--- config.mk ---
export PLATFORM = sky130hd
export DESIGN_NAME = baud_rate_gen_flat
export DESIGN_NICKNAME = d
export VERILOG_FILES = /design/src/rtl/baud_rate_gen_pkg.sv /design/src/rtl/baud_rate_gen_if.sv /design/src/rtl/baud_rate_gen_tick_div.sv /design/src/rtl/baud_rate_gen.sv /design/src/flat_wrapper.sv
export SDC_FILE = /design/constraint.sdc
export NUM_CORES = 1
export LEC_CHECK = 0
export CORE_ASPECT_RATIO = 0.5
export CORE_MARGIN = 1
export CORE_UTILIZATION = 48
export CTS_CLUSTER_DIAMETER = 50
export DETAILED_ROUTE_END_ITERATION = 10
export PLACE_DENSITY = 0.75
export SYNTH_ARGS = -nofsm -noshare
export SYNTH_HDL_FRONTEND = slang
export SYNTH_SLANG_ARGS = --single-unit
--- constraint.sdc ---
create_clock -name clk -period 1.9 [get_ports clk]
set_input_delay 0.57 -clock clk [delete_from_list [all_inputs] [get_ports clk]]
set_output_delay 0.57 -clock clk [all_outputs]
set_load 0.02 [all_outputs]
--- src/rtl/baud_rate_gen_pkg.sv ---
// ---------------------------------------------------------------------------
// baud_pkg
//   Shared constants for the UART baud-rate generator: register addresses
//   for the two divisor bytes, default geometry, and ready-made divisors for
//   a 50 MHz clock with 16x oversampling (DB = f_clk / (16 * baud) - 1).
// ---------------------------------------------------------------------------
package baud_pkg;

  // Byte-wide divisor register map.
  localparam logic ADDR_DB_LO = 1'b0;
  localparam logic ADDR_DB_HI = 1'b1;

  // Default geometry.
  localparam int DEFAULT_DIV_W      = 16;
  localparam int DEFAULT_OVERSAMPLE = 16;

  // Divisors for 50 MHz at 16x oversampling.
  localparam int DIV_4800  = 650;
  localparam int DIV_9600  = 325;
  localparam int DIV_19200 = 162;
  localparam int DIV_38400 = 80;

endpackage : baud_pkg

--- src/rtl/baud_rate_gen_if.sv ---
// ---------------------------------------------------------------------------
// baud_rate_gen_if
//   Register-write and tick bundle between the bus/register decode, the
//   baud-rate generator and the UART engines.
//   master : drives enable / wr_en / wr_addr / wr_data, observes ticks, div_q
//   slave  : the generator itself
// ---------------------------------------------------------------------------
interface baud_rate_gen_if
  import baud_pkg::*;
#(
  parameter int DIV_W = DEFAULT_DIV_W
);

  logic             enable;   // tick generation enable
  logic             wr_en;    // one-cycle divisor write strobe
  logic             wr_addr;  // ADDR_DB_LO / ADDR_DB_HI
  logic [7:0]       wr_data;  // write data
  logic             rx_tick;  // oversample pulse, every DB+1 enabled cycles
  logic             tx_tick;  // bit pulse, every OVERSAMPLE rx_ticks
  logic [DIV_W-1:0] div_q;    // active divisor readback

  modport master (
    output enable, wr_en, wr_addr, wr_data,
    input  rx_tick, tx_tick, div_q
  );

  modport slave (
    input  enable, wr_en, wr_addr, wr_data,
    output rx_tick, tx_tick, div_q
  );

endinterface : baud_rate_gen_if

--- src/rtl/baud_rate_gen_tick_div.sv ---
// ---------------------------------------------------------------------------
// baud_tick_div
//   Generic mod-N event counter. Every cycle with advance=1 moves the count
//   on by one; the advance that wraps N-1 -> 0 produces a registered one-cycle
//   tick, aligned with any other output registered from the same advance.
//   clear has priority and returns the count to 0 with no tick.
//   Ports: clk, rst_n (async, active-low), clear, advance, tick.
// ---------------------------------------------------------------------------
module baud_tick_div #(
  parameter  int N     = 16,
  localparam int CNT_W = (N > 1) ? $clog2(N) : 1
) (
  input  logic clk,
  input  logic rst_n,
  input  logic clear,
  input  logic advance,
  output logic tick
);

  localparam logic [CNT_W-1:0] LAST = CNT_W'(N - 1);

  logic [CNT_W-1:0] cnt;

  always_ff @(posedge clk or negedge rst_n) begin
    if (!rst_n) begin
      cnt  <= '0;
      tick <= 1'b0;
    end else if (clear) begin
      cnt  <= '0;
      tick <= 1'b0;
    end else if (advance) begin
      if (cnt == LAST) begin
        cnt  <= '0;
        tick <= 1'b1;
      end else begin
        cnt  <= cnt + 1'b1;
        tick <= 1'b0;
      end
    end else begin
      tick <= 1'b0;
    end
  end

endmodule : baud_tick_div

--- src/rtl/baud_rate_gen.sv ---
// ---------------------------------------------------------------------------
// baud_rate_gen
//   Programmable baud-rate generator. A divisor DB, loaded a byte at a time
//   (low byte staged, high byte commits atomically), sets the rx oversample
//   tick period to DB+1 enabled cycles; tx_tick fires on every OVERSAMPLE-th
//   rx_tick, in the same cycle. All outputs are registered.
//   Ports:
//     clk    system clock
//     rst_n  asynchronous active-low reset
//     bus    baud_rate_gen_if.slave (enable, divisor writes, ticks, div_q)
// ---------------------------------------------------------------------------
module baud_rate_gen
  import baud_pkg::*;
#(
  parameter int DIV_W      = DEFAULT_DIV_W,       // 9..16
  parameter int OVERSAMPLE = DEFAULT_OVERSAMPLE,  // >= 2
  parameter int RESET_DIV  = DIV_9600
) (
  input  logic            clk,
  input  logic            rst_n,
  baud_rate_gen_if.slave  bus
);

  localparam logic [DIV_W-1:0] RESET_DB = DIV_W'(RESET_DIV);

  logic [DIV_W-1:0] db;        // active divisor
  logic [7:0]       lo_stage;  // staged low byte, applied by the next high write
  logic [DIV_W-1:0] down_cnt;
  logic [DIV_W-1:0] new_db;
  logic             lo_wr;
  logic             commit;
  logic             rx_event;  // this edge issues an rx_tick
  logic             rx_tick_q;
  logic             tx_tick_q;

  assign lo_wr  = bus.wr_en && (bus.wr_addr == ADDR_DB_LO);
  assign commit = bus.wr_en && (bus.wr_addr == ADDR_DB_HI);
  // wr_data bits above the divisor width are dropped.
  assign new_db = {bus.wr_data[DIV_W-9:0], lo_stage};

  // A commit or a disabled cycle suppresses the terminal-count tick.
  assign rx_event = bus.enable && !commit && (down_cnt == '0);

  // Divisor register and low-byte staging. Writes are accepted regardless
  // of enable.
  // NOTE: sequential state uses non-blocking assignments with an async
  // active-low reset so every flop samples pre-edge values consistently.
  always_ff @(posedge clk or negedge rst_n) begin
    if (!rst_n) begin
      db       <= RESET_DB;
      lo_stage <= RESET_DB[7:0];
    end else begin
      if (lo_wr)  lo_stage <= bus.wr_data;
      if (commit) db       <= new_db;
    end
  end

  // Main down-counter. Idles at DB while disabled, so that a re-enable (or a
  // commit) starts a full DB+1 period.
  always_ff @(posedge clk or negedge rst_n) begin
    if (!rst_n) begin
      down_cnt  <= RESET_DB;
      rx_tick_q <= 1'b0;
    end else if (commit) begin
      down_cnt  <= new_db;
      rx_tick_q <= 1'b0;
    end else if (!bus.enable) begin
      down_cnt  <= db;
      rx_tick_q <= 1'b0;
    end else if (down_cnt == '0) begin
      down_cnt  <= db;
      rx_tick_q <= 1'b1;
    end else begin
      down_cnt  <= down_cnt - 1'b1;
      rx_tick_q <= 1'b0;
    end
  end

  // Oversample stage: advanced by the same event that raises rx_tick, so
  // the wrapping rx_tick and tx_tick land in the same cycle.
  baud_tick_div #(
    .N (OVERSAMPLE)
  ) u_tx_div (
    .clk     (clk),
    .rst_n   (rst_n),
    .clear   (commit || !bus.enable),
    .advance (rx_event),
    .tick    (tx_tick_q)
  );

  assign bus.rx_tick = rx_tick_q;
  assign bus.tx_tick = tx_tick_q;
  assign bus.div_q   = db;

endmodule : baud_rate_gen
--- src/flat_wrapper.sv ---
// flat-port wrapper written by rule: the top's interface ports become plain ports
module baud_rate_gen_flat import baud_pkg::*;
#(
  parameter int DIV_W      = DEFAULT_DIV_W,               
  parameter int OVERSAMPLE = DEFAULT_OVERSAMPLE,         
  parameter int RESET_DIV  = DIV_9600
)
  (clk, rst_n, bus_enable, bus_wr_en, bus_wr_addr, bus_wr_data, bus_rx_tick, bus_tx_tick, bus_div_q);
  baud_rate_gen_if #(.DIV_W(DIV_W)) bus_i ();
  input  logic clk;
  input  logic rst_n;
  input wire logic [$bits(bus_i.enable)-1:0] bus_enable;
  input wire logic [$bits(bus_i.wr_en)-1:0] bus_wr_en;
  input wire logic [$bits(bus_i.wr_addr)-1:0] bus_wr_addr;
  input wire logic [$bits(bus_i.wr_data)-1:0] bus_wr_data;
  output wire logic [$bits(bus_i.rx_tick)-1:0] bus_rx_tick;
  output wire logic [$bits(bus_i.tx_tick)-1:0] bus_tx_tick;
  output wire logic [$bits(bus_i.div_q)-1:0] bus_div_q;
  assign bus_i.enable = bus_enable;
  assign bus_i.wr_en = bus_wr_en;
  assign bus_i.wr_addr = bus_wr_addr;
  assign bus_i.wr_data = bus_wr_data;
  assign bus_rx_tick = bus_i.rx_tick;
  assign bus_tx_tick = bus_i.tx_tick;
  assign bus_div_q = bus_i.div_q;
  baud_rate_gen #(.DIV_W(DIV_W), .OVERSAMPLE(OVERSAMPLE), .RESET_DIV(RESET_DIV)) u_core (.clk(clk), .rst_n(rst_n), .bus(bus_i));
endmodule
# Word-level counts from Yosys, hierarchy flattened
# Index checks and enable logic that the tools add are counted.
dict set report totals {
  reg_bits 46
  input_bits 13
  out_inout_bits 18
}
dict set report op_classes {
  addsub 2
  eq_ne 1
  muxes 12
  bitwise_logic 1
  n_reduce_logical 9
}
# operator count
set ops {}
lappend ops {{16-bit two-way mux} 3}
lappend ops {{16-bit logical NOT} 1}
lappend ops {{16-bit by 1-bit subtractor with 16-bit output, second input constant} 1}
lappend ops {{4-bit two-way mux} 3}
lappend ops {{1-bit two-way mux} 6}
lappend ops {{4-bit by 1-bit adder with 4-bit output, second input constant} 1}
lappend ops {{4-bit == test, second input constant} 1}
lappend ops {{1-bit logical AND} 4}
lappend ops {{1-bit logical NOT} 2}
lappend ops {{2-bit nonzero test} 1}
lappend ops {{1-bit logical OR} 1}
lappend ops {{1-bit NOT} 1}

# Longest topological paths before layout
dict set report logic_depth {
  ltp_word 6
  ltp_mapped 7
  depth_no_buf 6
}

# By module
# A second synthesis with hierarchy kept.
dict set report unflattened {
  cells_unflattened 206
  hier_area_um2 2180.8
}
# module instances cells_each area_each_um2 seq_area_each_um2
set by_module_without_submodules {}
lappend by_module_without_submodules {baud_rate_gen 1 184 1953.1 1039.7}
lappend by_module_without_submodules {baud_tick_div 1 22 227.7 125.1}

# Least setup slack after synthesis
# Ideal clock, no wire load.
dict set report synth_timing {
  kind {register -> register}
  startpoint {register u_core.down_cnt[0]}
  endpoint {register u_core.down_cnt[0]}
  setup_time_ns 0.089
  t_arrival_ns 1.782
  path_slack_ns 0.029
  path_stages_with_launch 8
  synth_period_minus_slack_ns 1.871
  path_cell_list {dfstp_2 > inv_1 > ha_1 > nor4b_2 > a41oi_1 > buf_2 > mux2i_1 > o21ai_1}
}
dict set report synth_via {
  elab_chain_len 4
  elab_cells_between_ends 5
}
# element line_no
set synth_rtl {}
lappend synth_rtl {{from (decl)} baud_rate_gen.sv:28} ;# logic [DIV_W-1:0] down_cnt;
lappend synth_rtl {{from (signal assigned)} baud_rate_gen.sv:65} ;# down_cnt <= new_db;
lappend synth_rtl {{from (signal assigned)} baud_rate_gen.sv:74} ;# down_cnt <= down_cnt - 1'b1;
lappend synth_rtl {{16-bit by 1-bit subtractor with 16-bit output or 16-bit logical NOT (tied branches)} {baud_rate_gen.sv:74, baud_rate_gen.sv:70}}
lappend synth_rtl {{16-bit two-way mux *} baud_rate_gen.sv:70} ;# end else if (down_cnt == '0) begin
lappend synth_rtl {{16-bit two-way mux *} baud_rate_gen.sv:67} ;# end else if (!bus.enable) begin
lappend synth_rtl {{16-bit two-way mux *} baud_rate_gen.sv:64} ;# end else if (commit) begin
# Mark *: on every way between the ends. The rest lies on a longest branch, timed or not.
# A chain may end at the register's enable or synchronous reset.

# Worst setup path after layout
dict set report layout_timing {
  startpoint {register u_core.db[11], in the netlist u_core.bus.div_q[11]}
  endpoint {output port bus_div_q[11]}
}
# element line_no
set layout_rtl {}
lappend layout_rtl {{from (decl)} baud_rate_gen.sv:26} ;# logic [DIV_W-1:0] db;
lappend layout_rtl {{from (signal assigned)} baud_rate_gen.sv:54} ;# if (commit) db <= new_db;
lappend layout_rtl {{to (decl)} flat_wrapper.sv:18} ;# output wire logic [$bits(bus_i.div_q)-1:0] bus_div_q;
# No word-level cell between the ends.

==> results.md <==
- The worst clock skew is 3.65 ps.
- The critical path is of the flop to primary output type.
- The post-synthesis cell area is 2140 um2.
- The via count is 1779.
- The power after layout is 2.74 mW.
- The number of sinks handled by clock tree synthesis is 46.
- Across the whole layout, storage elements account for 1160 um2.
- The run finished with clean final reports.
- Relative to the synthesized area, the layout overhead comes to 31.7%.
- The number of buffers and inverters on the critical path is 1.
- The number of H-tree levels is 2.
- The cell type with the highest aggregate area in the netlist is dfrtp_1.
- In the synthesized netlist the async set-or-reset flop fraction comes to 1.00.
- The first global-routing pass estimated 8520 um of wire.
- After filler insertion, the fill cell instance count of the layout stands at 331.
- The worst setup path is launched from a flop.
- The class of the worst hold path is input pin to asynchronous set/reset pin.
- Of the total synthesized cell area, the portion taken by XOR and XNOR cells is 0.0491.
- Ranked by total cell area, the synthesized netlist is headed by dfrtp_1, dfstp_2, nand2_1.
- Of the total synthesized cell area, the portion taken by AND, OR, NAND and NOR gates is 0.219.
- Of the total synthesized cell area, the portion taken by full adders, half adders and majority gates is 0.0175.
- The number of standard cells in the layout, taps in and fillers out is 310.
- STA classifies the critical path endpoint as a primary output.
- In this run the tightest slew margin relative to its limit is 0.702.
- The via count of the first global-routing pass was 1768.
- The maximum number of buffers from clock root to sink is 2.
- The die is 96.4 um wide.
- Dividing the final minimum period by the clock period gives 0.966.
- At the end of the flow the core is filled with cells to 0.690.
- In this run the worst path has a maximum fanout of 2.
- The final non-filler cell area is 2820 um2.
- The first detailed-routing pass ran for 4 iterations.
- The maximum vdd ir drop is 0.465 mV.
- The die outline area is 4750 um2.
- The power density over cell area is around 970 nW/um2.
- In this run, synthesis produced a sequential element count of 46.
- The synthesized area per cell is 10.4 um2.
- The starting DRC count in detailed routing is ~100.
- Clock tree synthesis inserted a total of 5 buffers.
- Clock tree synthesis selected as its root buffer the cell clkbuf_8.
- The measured slew at the worst slew-check pin is 444 ps.
- The multi-input combinational cells in the finished layout cover a total of around 950 um2.
- During synthesis, Yosys emitted a total of 0 warnings.
- The die is between 40 and 50 um tall.
- Traced cell by cell, the critical path runs through clkdlybuf4s50_1.
- Counting every net in the synthesized netlist gives 222.
- The final layout contains between 200 and 300 nets.
- The count of nets left with antenna violations once routing finished came out at 0.
- Setup slack on the critical path of the routed design comes to 64.3 ps.
- The slowest stage of the critical path belongs to the cell clkdlybuf4s50_1.
- The final weighted congestion in routability-driven placement is between 0.8 and 0.9.
- The layer with the highest usage after global routing is met2.
- For this configuration, the core starts out at a cell density of 0.524.
- The core region is 4080 um2.
- The residual DRC count is 0.
- In the final layout, the share of cells above drive strength 1 is 0.223.
- The worst hold margin is 237 ps.
- Among cell families on the critical path, the largest total delay comes from buffers and inverters.
- The maximum operating frequency is 0.545 GHz.
- STA puts the critical path data arrival time at 1270 ps.
- Clock-pin slew was measured on the worst setup and hold paths at 80 ps.
- The number of distinct library cells after synthesis is 37.
- The post-synthesis cell count is about 200.
- The total cell area at the placement stage is 2680 um2.
- 31 I/O pins were placed.
- The number of antenna violations at the first check in global routing is 0.
- The area fraction in compound gates after synthesis is 0.0947.
- The share of Yosys cell area claimed by the top area cell type is 0.409.
- The dominant register cell in the synthesized netlist is dfrtp_1.
- After detailed routing, the average wire length per cell comes to 16.2 um.
- The number of buffers added to fix hold violations after cts is 0.
- The number of antenna diodes in the final layout is 0.
- Using the TritonRoute via totals, the vias-per-cell ratio works out to 5.74.
- The clock insertion delay at the later pin of the skew report is roughly 300 ps.
- By area, the combinational part of the netlist is dominated by simple AND/OR/NAND/NOR gates.
- The max-capacitance violation count is 0.
- For this run, global-route usage on met1 was measured as 0.353.
- The final-layout setup total negative slack is 0 ps.
- The number of placed instances, taps included is roughly 300.
- The static power due to leakage is between 1 and 1.5 nW.
- The required time of the worst setup path is 1330 ps.
- The HPWL after detailed placement is 3580 um.
- The count of input and output buffers is 30.
- Setup violations remaining at the end of the flow were counted as 0.
- After floorplanning, the core was divided into 16 placement rows.
- On the worst path, the slowest cell contributes a delay of 610 ps.
- The final-report max-slew violation count came to 0.
- For the finished layout, the period the worst path requires is 1840 ps.
- The total overflow left after global routing is 0.
- The number of endpoints with negative hold slack in the final report is 0.
- In this run, synthesis inferred 0 flip-flops with an integrated enable.
- For this block, the routed nets add up to between 5000 and 6000 um of wire.
- The sequential share of the synthesized area is 0.544.
- For met3 alone, demand over resource in global routing was 0.0654.
- The met2 layer usage reported by global route is 0.359.
- Entering global routing, the biggest net connects 47 pins.
- The multiplexer share of the synthesized area is 0.0514.
- Prior to clock tree synthesis, the placed netlist has a worst setup slack of -147 ps.
- TritonCTS built the clock tree.
- The aggregate global-route resource usage is 0.244.
==> layout make-up <==
| cell class | count | share of cell area |
|---|---|---|
| Sequential cell | 46 | 0.413 |
| Multi-Input combinational cell | 147 | 0.338 |
| Timing Repair Buffer | 50 | 0.181 |
| Clock buffer | 7 | 0.0342 |
| Tap cell | 54 | 0.0240 |
| Inverter | 5 | 0.00666 |
| Clock inverter | 1 | 0.00311 |
==> flip-flops by register name, summed over array words and instances, names as in the netlist <==
signal	cells
u_core.bus.div_q	16
u_core.bus.rx_tick	1
u_core.down_cnt	16
u_core.lo_stage	8
u_core.u_tx_div.cnt	4
u_core.u_tx_div.tick	1
==> cell usage after synthesis (4+ instances only) <==
| cell type | instances |
|---|---|
| clkbuf_1 | 6 |
| dfrtp_1 | 35 |
| dfstp_2 | 11 |
| nor2_1 | 7 |
| nand2_1 | 58 |
| nand4_1 | 4 |
| mux2_2 | 8 |
| inv_1 | 5 |
| nand3_1 | 6 |
| o21ai_0 | 4 |
| o221ai_1 | 9 |
| a21oi_1 | 4 |
| xor2_1 | 11 |
| o211ai_1 | 4 |
| nor3_1 | 4 |
==> path summary, 6_finish.rpt <==
| check | from | end | slack, ps | cells after the start |
|---|---|---|---|---|
| worst min-delay path | rst_n | u_core.lo_stage[1]$_DFFE_PN0P_ | 240 | 2 |
| max in group asynchronous | rst_n | u_core.down_cnt[2]$_DFF_PN1_ | 1390 | 2 |
| worst max-delay path | u_core.bus.div_q[11]$_DFFE_PN0P_ | bus_div_q[11] | 60 | 1 |
| min in group clk | u_core.bus.div_q[2]$_DFFE_PN1P_ | u_core.bus.div_q[2]$_DFFE_PN1P_ | 490 | 2 |
| worst max register to register | u_core.down_cnt[1]$_DFF_PN0_ | u_core.u_tx_div.cnt[0]$_DFFE_PN0P_ | 120 | 8 |
| worst min register to register | u_core.bus.div_q[2]$_DFFE_PN1P_ | u_core.bus.div_q[2]$_DFFE_PN1P_ | 490 | 2 |
==> repair_timing <==
item	CTS	global route
gates resized for setup	4	7
setup endpoints to repair	5	18
pin swaps	0	2
buffers inserted	0	1
==> routing by layer <==
layer	up-vias	wire length, um
met2	47	2270
met5	-	0
met4	0	55
li1	825	-
met1	900	2450
met3	7	257
==> where the power goes <==
group | internal, mW | switching (mW) | total [mW]
clock network | 0.334 | 0.339 | 0.672
registers | 1.16 | 0.142 | 1.30
logic | 0.358 | 0.406 | 0.763
total | 1.85 | 0.886 | 2.74
==> layout by cell type (no fill, tap or decap), types with 2 or more instances in the layout <==
master | Yosys | final
clkdlybuf4s50_1 | 0 | 24
nand3_1 | 6 | 6
nand4_1 | 4 | 4
o21ai_0 | 4 | 4
a21oi_1 | 4 | 3
nor3_1 | 4 | 4
buf_4 | 0 | 14
nand2_1 | 58 | 58
dfstp_2 | 11 | 11
or4_1 | 2 | 2
nor3b_1 | 2 | 2
dfrtp_1 | 35 | 35
xor2_1 | 11 | 11
o221ai_1 | 9 | 9
o211ai_1 | 4 | 4
clkbuf_8 | 0 | 7
nor2_1 | 7 | 7
inv_1 | 5 | 4
mux2_2 | 8 | 8
a31o_2 | 2 | 2
nor4_4 | 1 | 2
mux2i_1 | 2 | 2
dlygate4sd2_1 | 0 | 4
buf_12 | 0 | 5
ha_1 | 3 | 3
o21ai_1 | 2 | 2
==> cell families (layout without fill, tap and decap cells) <==
kind of cell	after synthesis	after routing
AND/OR/NAND/NOR	94	94
flip-flops	46	46
AO/OA/AOI/OAI	28	28
buffers and inverters	13	63
XOR/XNOR	12	12
multiplexers	10	10
adder cells (fa/ha/maj)	3	3
Note: power is estimated with default switching activity, not from simulation.
